File: src/rtl/pc_fetch_unit_if.sv
// Instruction-memory request/acknowledge bus between the fetch unit and imem.
// The fetch unit is the master: it drives the request and address; memory answers.
interface pc_fetch_unit_if;
  logic        imem_req;
  logic [31:0] imem_addr;
  logic        imem_ack;
  logic [31:0] imem_rdata;

  modport master (
    output imem_req,
    output imem_addr,
    input  imem_ack,
    input  imem_rdata
  );

  modport slave (
    input  imem_req,
    input  imem_addr,
    output imem_ack,
    output imem_rdata
  );
endinterface

File: src/rtl/pc_fetch_unit.sv
// PC owner and instruction fetcher for the single-cycle MIPS core: fetch over req/ack,
// hold IR for one execute cycle, then apply the Control_Unit's next-PC selection.
module pc_fetch_unit #(
  parameter logic [31:0] RESET_PC = 32'h0000_0000,
  parameter int unsigned PC_STEP  = 4
) (
  input  logic               clk,
  input  logic               rst_n,
  pc_fetch_unit_if.master    imem,
  output logic [31:0]        instr,
  output logic [5:0]         opcode,
  output logic [5:0]         funct,
  output logic               instr_valid,
  input  logic [1:0]         next_pc_sel,
  input  logic [31:0]        rs_data,
  output logic [31:0]        pc,
  output logic [31:0]        pc_plus4,
  input  logic               halt,
  output logic               addr_err
);

  typedef enum logic [1:0] {
    IDLE  = 2'd0,
    FETCH = 2'd1,
    EXEC  = 2'd2,
    STOP  = 2'd3
  } state_t;

  state_t      state_reg, state_next;
  logic [31:0] pc_reg, pc_next;
  logic [31:0] instr_reg, instr_next;
  logic        addr_err_reg, addr_err_next;
  logic        req_reg, valid_reg;
  logic [31:0] branch_offset, jump_target, target;

  assign pc_plus4      = pc_reg + 32'(PC_STEP);
  assign branch_offset = {{14{instr_reg[15]}}, instr_reg[15:0], 2'b00};
  assign jump_target   = {pc_plus4[31:28], instr_reg[25:0], 2'b00};

  always_comb begin
    target = pc_plus4;
    case (next_pc_sel)
      2'b00:   target = pc_plus4;
      2'b01:   target = pc_plus4 + branch_offset;
      2'b10:   target = jump_target;
      default: target = rs_data;
    endcase
  end

  always_comb begin
    state_next    = state_reg;
    pc_next       = pc_reg;
    instr_next    = instr_reg;
    addr_err_next = addr_err_reg;
    case (state_reg)
      IDLE: begin
        if (!halt) state_next = FETCH;
      end
      FETCH: begin
        if (imem.imem_ack) begin
          instr_next = imem.imem_rdata;
          state_next = EXEC;
        end
      end
      EXEC: begin
        // A misaligned target freezes the core with the faulting PC still visible.
        if (target[1:0] != 2'b00) begin
          addr_err_next = 1'b1;
          state_next    = STOP;
        end else begin
          pc_next    = target;
          state_next = halt ? IDLE : FETCH;
        end
      end
      STOP: begin
        state_next = STOP;
      end
      default: state_next = IDLE;
    endcase
  end

  always_ff @(posedge clk or negedge rst_n) begin
    if (!rst_n) begin
      state_reg    <= IDLE;
      pc_reg       <= RESET_PC;
      instr_reg    <= 32'h0;
      addr_err_reg <= 1'b0;
      req_reg      <= 1'b0;
      valid_reg    <= 1'b0;
    end else begin
      state_reg    <= state_next;
      pc_reg       <= pc_next;
      instr_reg    <= instr_next;
      addr_err_reg <= addr_err_next;
      // Handshake outputs are registered from the upcoming state so they align with it.
      req_reg      <= (state_next == FETCH);
      valid_reg    <= (state_next == EXEC);
    end
  end

  assign imem.imem_req  = req_reg;
  assign imem.imem_addr = pc_reg;
  assign instr          = instr_reg;
  assign opcode         = instr_reg[31:26];
  assign funct          = instr_reg[5:0];
  assign instr_valid    = valid_reg;
  assign pc             = pc_reg;
  assign addr_err       = addr_err_reg;

endmodule
File: src/flat_wrapper.sv
// flat-port wrapper written by rule: the top's interface ports become plain ports
module pc_fetch_unit_flat 
#(
  parameter logic [31:0] RESET_PC = 32'h0000_0000,
  parameter int unsigned PC_STEP  = 4
)
  (clk, rst_n, instr, opcode, funct, instr_valid, next_pc_sel, rs_data, pc, pc_plus4, halt, addr_err, imem_imem_req, imem_imem_addr, imem_imem_ack, imem_imem_rdata);
  pc_fetch_unit_if imem_i ();
  input  logic clk;
  input  logic rst_n;
  output logic [31:0] instr;
  output logic [5:0] opcode;
  output logic [5:0] funct;
  output logic instr_valid;
  input  logic [1:0] next_pc_sel;
  input  logic [31:0] rs_data;
  output logic [31:0] pc;
  output logic [31:0] pc_plus4;
  input  logic halt;
  output logic addr_err;
  output wire logic [$bits(imem_i.imem_req)-1:0] imem_imem_req;
  output wire logic [$bits(imem_i.imem_addr)-1:0] imem_imem_addr;
  input wire logic [$bits(imem_i.imem_ack)-1:0] imem_imem_ack;
  input wire logic [$bits(imem_i.imem_rdata)-1:0] imem_imem_rdata;
  assign imem_imem_req = imem_i.imem_req;
  assign imem_imem_addr = imem_i.imem_addr;
  assign imem_i.imem_ack = imem_imem_ack;
  assign imem_i.imem_rdata = imem_imem_rdata;
  pc_fetch_unit #(.RESET_PC(RESET_PC), .PC_STEP(PC_STEP)) u_core (.clk(clk), .rst_n(rst_n), .imem(imem_i), .instr(instr), .opcode(opcode), .funct(funct), .instr_valid(instr_valid), .next_pc_sel(next_pc_sel), .rs_data(rs_data), .pc(pc), .pc_plus4(pc_plus4), .halt(halt), .addr_err(addr_err));
endmodule
File: config.mk
export PLATFORM = sky130hd
export DESIGN_NAME = pc_fetch_unit_flat
export DESIGN_NICKNAME = d
export VERILOG_FILES = /design/src/rtl/pc_fetch_unit_if.sv /design/src/rtl/pc_fetch_unit.sv /design/src/flat_wrapper.sv
export SDC_FILE = /design/constraint.sdc
export NUM_CORES = 1
export LEC_CHECK = 0
export ABC_AREA = 1
export BUFFER_PORTS_ARGS = -buffer_cell sky130_fd_sc_hd__buf_2
export CORE_ASPECT_RATIO = 2
export CORE_UTILIZATION = 40
export DETAILED_ROUTE_END_ITERATION = 8
export GPL_TIMING_DRIVEN = 0
export PLACE_DENSITY = 0.66
export SYNTH_ARGS = -nofsm -noshare
export SYNTH_HDL_FRONTEND = slang
export SYNTH_SLANG_ARGS = --single-unit
File: constraint.sdc
create_clock -name clk -period 3.21 [get_ports clk]
set_input_delay 0.321 -clock clk [delete_from_list [all_inputs] [get_ports clk]]
set_output_delay 0.321 -clock clk [all_outputs]
set_load 0.005 [all_outputs]
Yosys cells after proc, flatten, opt, wreduce, memory -nomap -nowiden. Cells that the tools add are included.

Multiplexer cells: 6. Reductions and logical operators: 6. Bitwise operators: 1. Add/sub/neg operators: 2. Eq/ne operators: 7.

Operators by type and width (number): one-hot mux 32 bit (3 select lines) (1); adder 32 x 3 -> 32 bit (second input constant) (1); adder 32 bit (1); == test 2 bit (second input constant) (4); one-hot mux 2 bit (4 select lines) (1); == test 2 x 1 -> 1 bit (second input constant) (3); 2-to-1 mux 2 bit (3); AND reduction 2 bit (3); logical NOT 2 bit (2); nonzero test 2 bit (1); 2-to-1 mux 1 bit (1); NOT 1 bit (1).

Word-level logic and storage cells: 28. Output and inout bits: 143. Input bits: 70. Register bits after elaboration: 69.

Depth between registers and ports, before layout. Gate-level depths: netlist of the first run.

Depth after elaboration: 7. Depth in mapped cells: 22.

Worst setup path after synthesis of the first run. No wires, ideal clock.

Path kind: reg-to-reg. From: reg u_core.pc_reg[2], in the netlist u_core.imem.imem_addr[2]. To: reg u_core.pc_reg[27], in the netlist u_core.imem.imem_addr[27]. Buffers on the path: 0. Library setup time: 0.116 ns. Clock period less this slack: 2.794 ns. Stages on the path, launching flop included: 21. Data arrival time: 2.677 ns. Data required time: 3.094 ns. Setup slack: 0.416 ns. Cell sequence: dfrtp_1 > ha_1 > nand2_1 > nor2_2 > nand2_2 > nor2_4 > nand3_1 > and2_1 > ha_1 > nand2_1 > nor2_1 > inv_1 > nor3_1 > and2_1 > nand2_1 > nand2_1 > nand2_1 > nand3_1 > nand2_1 > nand2_1 > nand2_1.

Longest elaborated chain between the ends: 3.

Ends and longest elaborated chain: from (decl) (line pc_fetch_unit.sv:30) `logic [31:0] pc_reg, pc_next;`; from (signal assigned) (line pc_fetch_unit.sv:92) `pc_reg <= pc_next;`; adder 32 x 3 -> 32 bit (line pc_fetch_unit.sv:36) `assign pc_plus4 = pc_reg + 32'(PC_STEP);`; named net pc_plus4[24] (line flat_wrapper.sv:18) `output logic [31:0] pc_plus4;`; adder 32 bit (line pc_fetch_unit.sv:44) `2'b01: target = pc_plus4 + branch_offset;`; one-hot mux 32 bit (3 select lines) (line pc_fetch_unit.sv:42) `case (next_pc_sel)`.

The timed path passes the listed nets, and every way through them passes these cells. A chain may end at the register's enable or synchronous reset.

Final worst setup path of the first run.
From: reg u_core.pc_reg[2], in the netlist u_core.imem.imem_addr[2]. To: reg u_core.pc_reg[9], in the netlist u_core.imem.imem_addr[9].

Longest elaborated chain between the ends: 3.

Ends and longest elaborated chain (line): adder 32 x 3 -> 32 bit (*) (pc_fetch_unit.sv:36); adder 32 bit (pc_fetch_unit.sv:44); one-hot mux 32 bit (3 select lines) (*) (pc_fetch_unit.sv:42).

Every way passes the cells marked *; elsewhere a longest branch is shown, timed or not.

==> results.py, run 1 <==
metrics = {
    "hold_path": {
        "min_to": "u_core.instr[5]",
        "worst_hold_path_type": "in2reg",
        "min_delay_path_depth": 3,
        "hold_path.startpoint": "imem_imem_rdata[5]",
    },
    "cells_and_area": {
        "stdcell_area_um2": 9173,
        "area_delta_synth_final_pct": 33.92,
        "utilization_pct": 54.71,
        "antennaDiodeCount": 0,
        "final_nets": 1500,
        "share_of_layout_cells_above_drive_strength_1_pct": 31.31,
    },
    "setup_path": {
        "timing.critical_path.arrival_ns": 3.32,
        "worst_r2r_startpoint": "u_core.imem.imem_addr[2]",
        "cp.required_ns": 3.44,
        "end_kind": "flop",
        "critical_register_to_register_path_endpoint": "u_core.imem.imem_addr[9]",
        "slowest_stage": "sky130_fd_sc_hd__dfrtp_2",
        "start_kind": "flop",
        "cells_traversed_along_the_worst_timing_path": "ha_4 -> nand2_1 -> nor2_4 -> nand2_2 -> nor2_4 -> buf_4 -> xor2_4 -> ha_4 -> nand2_1 -> nor2_1 -> nand2_1 -> nand2_1 -> a21oi_1 -> o21ai_0 -> nand4_1 -> nand2_1 -> o21ai_0",
        "worstPathMaxFanout": 5,
        "depth_of_the_worst_register_to_register_path": 17,
        "critical_path_class": "reg2reg",
        "reg2reg_setup_slack_ns": 0.12,
        "cp_common_cell": "sky130_fd_sc_hd__nand2_1",
        "slowest_delay_ns": 0.42,
    },
    "die": {
        "dieWidth_um": 94.53,
        "floorplan.die.height_um": 187.1,
        "dieArea_um2": 17680,
        "floorplan.initialDensity_pct": 40.85,
        "core_um2": 16770,
        "num_rows": 67,
        "floorplan.io_pins": 213,
    },
    "grt": {
        "grt_overflow": 0,
        "global_route_wire_length_before_repair_um": 42130,
        "grt.total_usage_pct": 32.56,
        "grt_antenna_before_repair": 0,
        "grt_pass1_vias": 7617,
        "largest_net_degree_at_the_start_of_global_routing": 60,
    },
    "clock_network": {
        "cts_max_path_buffers": 2,
        "cts_tree": "done",
        "h-tree-depth": 3,
        "clock_latency_of_the_later_clocked_register_in_the_worst_skew_pair_ns": 0.35,
        "clk_transition_reported_paths_ns": 0.08,
        "cts-root-buf": "sky130_fd_sc_hd__clkbuf_16",
        "clk_sinks": 69,
        "cts_made_buffers": 9,
    },
    "sta": {
        "timing.final.crit_share_pct": 96.28,
        "slew_viol_final": 0,
        "min_period_ns": 3.090,
        "max_slew_margin_pct": 32.46,
        "rsz0062_at_grt": "yes",
        "timing.clock.skew_ns": 0.01550,
        "final_hold_viol_count": 0,
        "worst_slew_pin_slew_ns": 1.013,
        "finalSetupViolCount": 0,
        "fmax_mhz": 323.6,
    },
    "flow_run": {
        "max_cap_check_violation_count": 0,
    },
    "yosys": {
        "synth_seq_cells": 69,
        "synth_sequential_area_ratio_pct": 25.21,
        "netlist_area_um2": 6849,
        "yosys.cell_types.count": 40,
        "mappedNetlistNets": 1249,
        "synthCells": 1143,
        "synthesis.yosys.warnings": 0,
        "syn-mean-instance-area_um2": 5.992,
    },
    "placement": {
        "gp_congestion": 0.9367,
        "post-dp-hpwl_um": 23630,
        "buffer_ports.inserted": 212,
        "post_place_instance_area_um2": 8199,
    },
    "detailed_routing": {
        "route.vias.total": 8103,
        "drt_pass1_iterations": 5,
        "detailedRoute.firstIterationViolations": 340,
        "detail-route-antenna-nets": 0,
        "drc_errors": 0,
        "viasPerCell": 5.045,
        "drt-total-wl_um": 28750,
        "wire_per_inst_um": 17.90,
    },
    "status": {
        "outcome": "finished, final reports clean",
    },
    "pwr": {
        "pwr_density_cell_nw_per_um2": 225.3,
        "vdd_drop_max_mv": 0.2977,
        "total_leakage_power_nw": 5.305,
    },
}
## final cells by class
type                    count  area (um2)
fillers                  1766        7594
multi-input cells         858        4553
flip-flops and latches     69        1749
repair buffers            240        1309
inverters                 147       556.8
plain buffers              69       457.9
well taps                 207       259.0
clock buffers               9       225.2
clock inverters             7       62.56
## cells in the mapped netlist
master | count | share of area (%)
sky130_fd_sc_hd__a31oi_1 | 2 | 0.18
sky130_fd_sc_hd__nor3_1 | 11 | 0.80
sky130_fd_sc_hd__ha_1 | 35 | 6.4
sky130_fd_sc_hd__xor2_2 | 1 | 0.24
sky130_fd_sc_hd__a21oi_1 | 46 | 3.4
sky130_fd_sc_hd__o21ai_1 | 7 | 0.51
sky130_fd_sc_hd__o21bai_1 | 7 | 0.77
sky130_fd_sc_hd__o21ai_0 | 54 | 3.9
sky130_fd_sc_hd__nor2_1 | 109 | 6.0
sky130_fd_sc_hd__dfrtp_1 | 69 | 25
sky130_fd_sc_hd__inv_1 | 141 | 7.7
sky130_fd_sc_hd__xor2_1 | 14 | 1.8
sky130_fd_sc_hd__buf_4 | 48 | 5.3
sky130_fd_sc_hd__o211ai_1 | 5 | 0.55
sky130_fd_sc_hd__nand3b_1 | 1 | 0.11
sky130_fd_sc_hd__nor3_2 | 3 | 0.44
sky130_fd_sc_hd__clkinv_1 | 1 | 0.055
sky130_fd_sc_hd__fa_1 | 1 | 0.29
sky130_fd_sc_hd__a221oi_1 | 1 | 0.13
sky130_fd_sc_hd__a21o_1 | 1 | 0.11
sky130_fd_sc_hd__nor2_2 | 6 | 0.55
sky130_fd_sc_hd__o22ai_1 | 1 | 0.091
sky130_fd_sc_hd__clkinv_2 | 1 | 0.073
sky130_fd_sc_hd__buf_1 | 1 | 0.055
sky130_fd_sc_hd__clkbuf_1 | 15 | 0.82
sky130_fd_sc_hd__buf_6 | 2 | 0.33
sky130_fd_sc_hd__buf_2 | 3 | 0.22
sky130_fd_sc_hd__nand4_1 | 13 | 1.2
sky130_fd_sc_hd__nand2_1 | 442 | 24
sky130_fd_sc_hd__and2_1 | 4 | 0.37
sky130_fd_sc_hd__o21a_1 | 1 | 0.11
sky130_fd_sc_hd__a21oi_2 | 1 | 0.13
sky130_fd_sc_hd__nor2_4 | 5 | 0.82
sky130_fd_sc_hd__or2_2 | 4 | 0.37
sky130_fd_sc_hd__nand3_1 | 68 | 5.0
sky130_fd_sc_hd__a21boi_2 | 1 | 0.16
sky130_fd_sc_hd__nand2_2 | 11 | 1.0
sky130_fd_sc_hd__inv_2 | 4 | 0.22
sky130_fd_sc_hd__nand2_4 | 1 | 0.16
sky130_fd_sc_hd__nand3_2 | 2 | 0.29
## timing repair
| item | 4_1_cts | 5_1_grt |
|---|---|---|
| gates resized for setup | 39 | 79 |
| pin swaps | 1 | 16 |
| buffers inserted | 7 | 19 |
| hold endpoints to repair | 10 | 0 |
| endpoints found under the setup margin | 21 | 21 |
| hold buffers | 1 | 0 |
## report_power, final
| group | internal (W) | switching, W |
|---|---|---|
| clock network | 0.000543 | 0.000480 |
| registers | 0.000869 | 0 |
| logic | 0.0000619 | 0.000113 |
## stage by stage
stage	cells	TNS [ns]	setup WS [ns]	hold WS [ns]	power [W]
after floorplan	1143	0	0.4163	0.02541	0.0009475
after global placement	1562	-5.457	-0.4827	0.4448	0.001052
after detailed placement	1563	-5.398	-0.4680	0.1869	0.001057
after CTS	1587	0	0.005336	0.1603	0.002070
after global routing	1606	-0.06400	-0.02642	0.1708	0.002133
final	1606	0	0.1196	0.1579	0.002067
## cells in the final DEF, fill, tap and decap left out, types with 5 or more instances in the layout
master                        n
sky130_fd_sc_hd__nand2_1    431
sky130_fd_sc_hd__buf_2      214
sky130_fd_sc_hd__inv_1      137
sky130_fd_sc_hd__nor2_1      93
sky130_fd_sc_hd__buf_4       74
sky130_fd_sc_hd__nand3_1     61
sky130_fd_sc_hd__o21ai_0     51
sky130_fd_sc_hd__dfrtp_1     51
sky130_fd_sc_hd__a21oi_1     41
sky130_fd_sc_hd__ha_1        23
sky130_fd_sc_hd__nand2_2     21
sky130_fd_sc_hd__dfrtp_2     18
sky130_fd_sc_hd__clkbuf_1    15
sky130_fd_sc_hd__nor2_2      15
sky130_fd_sc_hd__nand4_1     13
sky130_fd_sc_hd__nor2_4      12
sky130_fd_sc_hd__o21ai_1     10
sky130_fd_sc_hd__nand3_2      9
sky130_fd_sc_hd__ha_4         9
sky130_fd_sc_hd__clkbuf_16    9
sky130_fd_sc_hd__inv_2        7
sky130_fd_sc_hd__xor2_2       7
sky130_fd_sc_hd__a21oi_2      6
sky130_fd_sc_hd__nor3_1       6
sky130_fd_sc_hd__o21bai_1     6
sky130_fd_sc_hd__o211ai_1     5
sky130_fd_sc_hd__xor2_1       5
## worst max-delay path, delay by kind of cell, from the launching register on
kind | cells | cell delay, ns
adders and majority gates | 2 | 0.37
DFF | 1 | 0.42
and+or+nand+nor | 10 | 1.56
buffers and inverters | 1 | 0.15
xor gates and xnor gates | 1 | 0.22
AOI/OAI and AO/OA | 3 | 0.27
## routing by layer
metal,GRT usage (%),wire length [um],part of all wire [%],vias to the layer above
li1,-,-,-,4034
met3,3.821,1325,4.6,87
met2,58.19,15140,53,312
met5,0,0,0,-
met1,34.28,10190,35,3670
met4,22.61,2087,7.3,0
## worst max path at each step
| stage | from | end | slack [ns] | cells after the start |
|---|---|---|---|---|
| 6_report | u_core.imem.imem_addr[2] | u_core.imem.imem_addr[9] | 0.12 | 17 |
| 5_1_grt | u_core.imem.imem_addr[3] | u_core.imem.imem_addr[21] | -0.03 | 21 |
| 4_1_cts | u_core.imem.imem_addr[2] | u_core.imem.imem_addr[29] | 0.005 | 18 |
| 3_5_place_dp | u_core.imem.imem_addr[2] | u_core.imem.imem_addr[27] | -0.47 | 20 |
| 3_3_place_gp | u_core.imem.imem_addr[2] | u_core.imem.imem_addr[27] | -0.48 | 20 |
| 2_1_floorplan | u_core.imem.imem_addr[2] | u_core.imem.imem_addr[27] | 0.42 | 20 |
## cells by family after synthesis
logic type	after synthesis	synth area share [%]
fa+ha+maj	36	6.686
buf+inv	216	14.76
compound gates	127	10.05
flops	69	25.21
xor+xnor	15	2.028
simple gates	680	41.27
(Power assumes the default switching activity.)
==> run 2, diff against run 1 <==
- CORE_MARGIN: default -> 4
- CORE_UTILIZATION: 40 -> 28
- PLACE_DENSITY: 0.66 -> 0.5
==> results.py, run 2 (synthesis gave the netlist of run 1 again) <==
metrics = {
    "cells_and_area": {
        "commonest_cells_after_routing_fill_and_taps_aside": "430 x sky130_fd_sc_hd__nand2_1, 214 x sky130_fd_sc_hd__buf_2, 135 x sky130_fd_sc_hd__inv_1",
        "finalNonFillerCells": 1687,
        "share_of_layout_cells_above_drive_strength_1_pct": 32.86,
        "final_nets": 1501,
        "mostFrequentLayoutCell": "sky130_fd_sc_hd__nand2_1",
        "area_delta_synth_final_pct": 37.60,
        "antennaDiodeCount": 0,
        "final.fill_count": 2724,
        "stdcell_area_um2": 9424,
    },
    "clock_network": {
        "h-tree-depth": 3,
        "cts_tree": "done",
        "clk_sinks": 69,
        "clock_latency_of_the_later_clocked_register_in_the_worst_skew_pair_ns": 0.36,
        "clk_transition_reported_paths_ns": 0.07,
        "cts_made_buffers": 9,
        "cts-root-buf": "sky130_fd_sc_hd__clkbuf_16",
        "cts_max_path_buffers": 2,
    },
    "detailed_routing": {
        "wire_per_inst_um": 19.01,
        "drt_pass1_iterations": 5,
        "detail-route-antenna-nets": 0,
        "drc_errors": 0,
        "viasPerCell": 4.779,
        "route.vias.total": 8063,
        "drt-total-wl_um": 32060,
        "detailedRoute.firstIterationViolations": 421,
    },
    "sta": {
        "slew_viol_final": 0,
        "rsz0062_at_grt": "yes",
        "timing.final.crit_share_pct": 94.06,
        "final.hold.worst_slack_ns": 0.1537,
        "final_hold_viol_count": 0,
        "max_slew_margin_pct": 24.60,
        "timing.clock.skew_ns": 0.01388,
        "min_period_ns": 3.019,
        "fmax_mhz": 331.2,
        "worst_slew_pin_slew_ns": 1.131,
        "finalSetupViolCount": 0,
    },
    "grt": {
        "grt_overflow": 0,
        "grt.total_usage_pct": 23.23,
        "largest_net_degree_at_the_start_of_global_routing": 57,
        "grt_antenna_before_repair": 1,
        "global_route_wire_length_before_repair_um": 47690,
        "grt_pass1_vias": 8139,
    },
    "pwr": {
        "power_frac_clock_pct": 52.6,
        "power.switching_fraction_pct": 25.86,
        "comb_power_share_pct": 8.2,
        "power_report.internal_total_w": 0.001641,
        "vdd_drop_max_mv": 0.3327,
        "power.switching_w": 0.0005723,
        "share_seq_of_total_power_pct": 39.3,
        "pwr_density_cell_nw_per_um2": 234.8,
        "total_leakage_power_nw": 5.302,
        "total_power_w": 0.002213,
    },
    "setup_path": {
        "depth_of_the_worst_register_to_register_path": 18,
        "timing.critical_path.arrival_ns": 3.26,
        "start_kind": "flop",
        "worst_r2r_startpoint": "u_core.imem.imem_addr[11]",
        "end_kind": "flop",
        "critical_path_class": "reg2reg",
        "worstPathMaxFanout": 4,
        "reg2reg_setup_slack_ns": 0.19,
        "cp.required_ns": 3.45,
        "critical_register_to_register_path_endpoint": "u_core.imem.imem_addr[22]",
    },
    "hold_path": {
        "worst_hold_path_type": "in2reg",
        "min_delay_path_depth": 3,
        "min_to": "u_core.instr[16]",
        "hold_path.startpoint": "imem_imem_rdata[16]",
    },
    "die": {
        "floorplan.io_pins": 213,
        "floorplan.initialDensity_pct": 28.51,
        "floorplan.die.height_um": 229.2,
        "num_rows": 80,
        "dieWidth_um": 118.6,
        "core_um2": 24020,
        "dieArea_um2": 27180,
    },
    "placement": {
        "post_place_instance_area_um2": 8299,
        "placedCellCount": 1643,
        "post-dp-hpwl_um": 26890,
        "buffer_ports.inserted": 212,
        "gp_congestion": 0.9616,
    },
    "status": {
        "outcome": "finished, final reports clean",
    },
    "flow_run": {
        "max_cap_check_violation_count": 0,
    },
}
run 2: cell count changes in the layout (fill, tap and decap cells not counted), sizes merged:
cell    change
clkbuf      +1
buf         +1
bufinv      +2
inv         -3
run 2: metrics by stage:
step | util, % | TNS, ns | worst slack [ns]
finish | 39.23 | 0 | 0.1908
CTS | 36.95 | -0.05453 | -0.03020
floorplan | - | 0 | 0.4163
global placement | 34.42 | -7.397 | -0.5551
global route | 39.23 | -0.04140 | -0.01999
detailed placement | 34.55 | -7.764 | -0.5496
run 2: layout make-up:
type                    count  area, um2  area share [%]
multi-input cells         858       4653           49.38
flip-flops and latches     69       1748           18.55
plain buffers              69      457.9           4.859
clock buffers              10      239.0           2.536
clock inverters             6      93.84          0.9958
inverters                 147      556.8           5.908
well taps                 287      359.1           3.810
repair buffers            241       1316           13.97
run 2: repair_timing:
action,in CTS,in global routing
endpoints found under the hold margin,13,0
pin swaps,2,12
endpoints found under the setup margin,23,23
hold buffers,1,0
resized for setup,44,99
buffers inserted,8,19
run 2: power by group through the flow:
stage	Combinational, W	Clock, W	Sequential, W
after floorplan	0.0000616	0	0.000886
after global placement	0.000173	0	0.000886
after detailed placement	0.000178	0	0.000886
after CTS	0.000180	0.00119	0.000869
after global routing	0.000198	0.00122	0.000869
final	0.000181	0.00116	0.000869
run 2: worst max path at each step:
stage	start	end	slack [ns]
3_5_place_dp	u_core.imem.imem_addr[2]	u_core.imem.imem_addr[27]	-0.55
6_report	u_core.imem.imem_addr[11]	u_core.imem.imem_addr[22]	0.19
3_3_place_gp	u_core.imem.imem_addr[2]	u_core.imem.imem_addr[27]	-0.56
5_1_grt	u_core.imem.imem_addr[3]	u_core.imem.imem_addr[27]	-0.02
4_1_cts	u_core.imem.imem_addr[6]	u_core.imem.imem_addr[23]	-0.03
2_1_floorplan	u_core.imem.imem_addr[2]	u_core.imem.imem_addr[27]	0.42
run 2: critical path, cell delays in order (launching register included):
cell	delay (ns)
sky130_fd_sc_hd__dfrtp_2	0.42
sky130_fd_sc_hd__buf_4	0.14
sky130_fd_sc_hd__nand2_1	0.09
sky130_fd_sc_hd__nor2_2	0.16
sky130_fd_sc_hd__nand3_2	0.14
sky130_fd_sc_hd__xor2_1	0.16
sky130_fd_sc_hd__inv_1	0.18
sky130_fd_sc_hd__ha_2	0.43
sky130_fd_sc_hd__nand2_1	0.11
sky130_fd_sc_hd__nor2_1	0.30
sky130_fd_sc_hd__nand3_1	0.14
sky130_fd_sc_hd__nand3_2	0.14
sky130_fd_sc_hd__nand2_1	0.08
sky130_fd_sc_hd__nand2_1	0.06
sky130_fd_sc_hd__nand2_1	0.05
sky130_fd_sc_hd__nand3_1	0.08
sky130_fd_sc_hd__nand2_1	0.06
sky130_fd_sc_hd__nand2_1	0.11
sky130_fd_sc_hd__nand2_1	0.06
run 2: per-layer routing:
metal | track usage, % | share of wire [%] | vias up | wire length [um]
li1 | - | - | 4022 | -
met1 | 23.19 | 35 | 3689 | 11190
met2 | 44.26 | 54 | 264 | 17230
met3 | 2.815 | 4.0 | 86 | 1268
met4 | 15.09 | 7.3 | 2 | 2354
met5 | 0 | 0.059 | - | 19
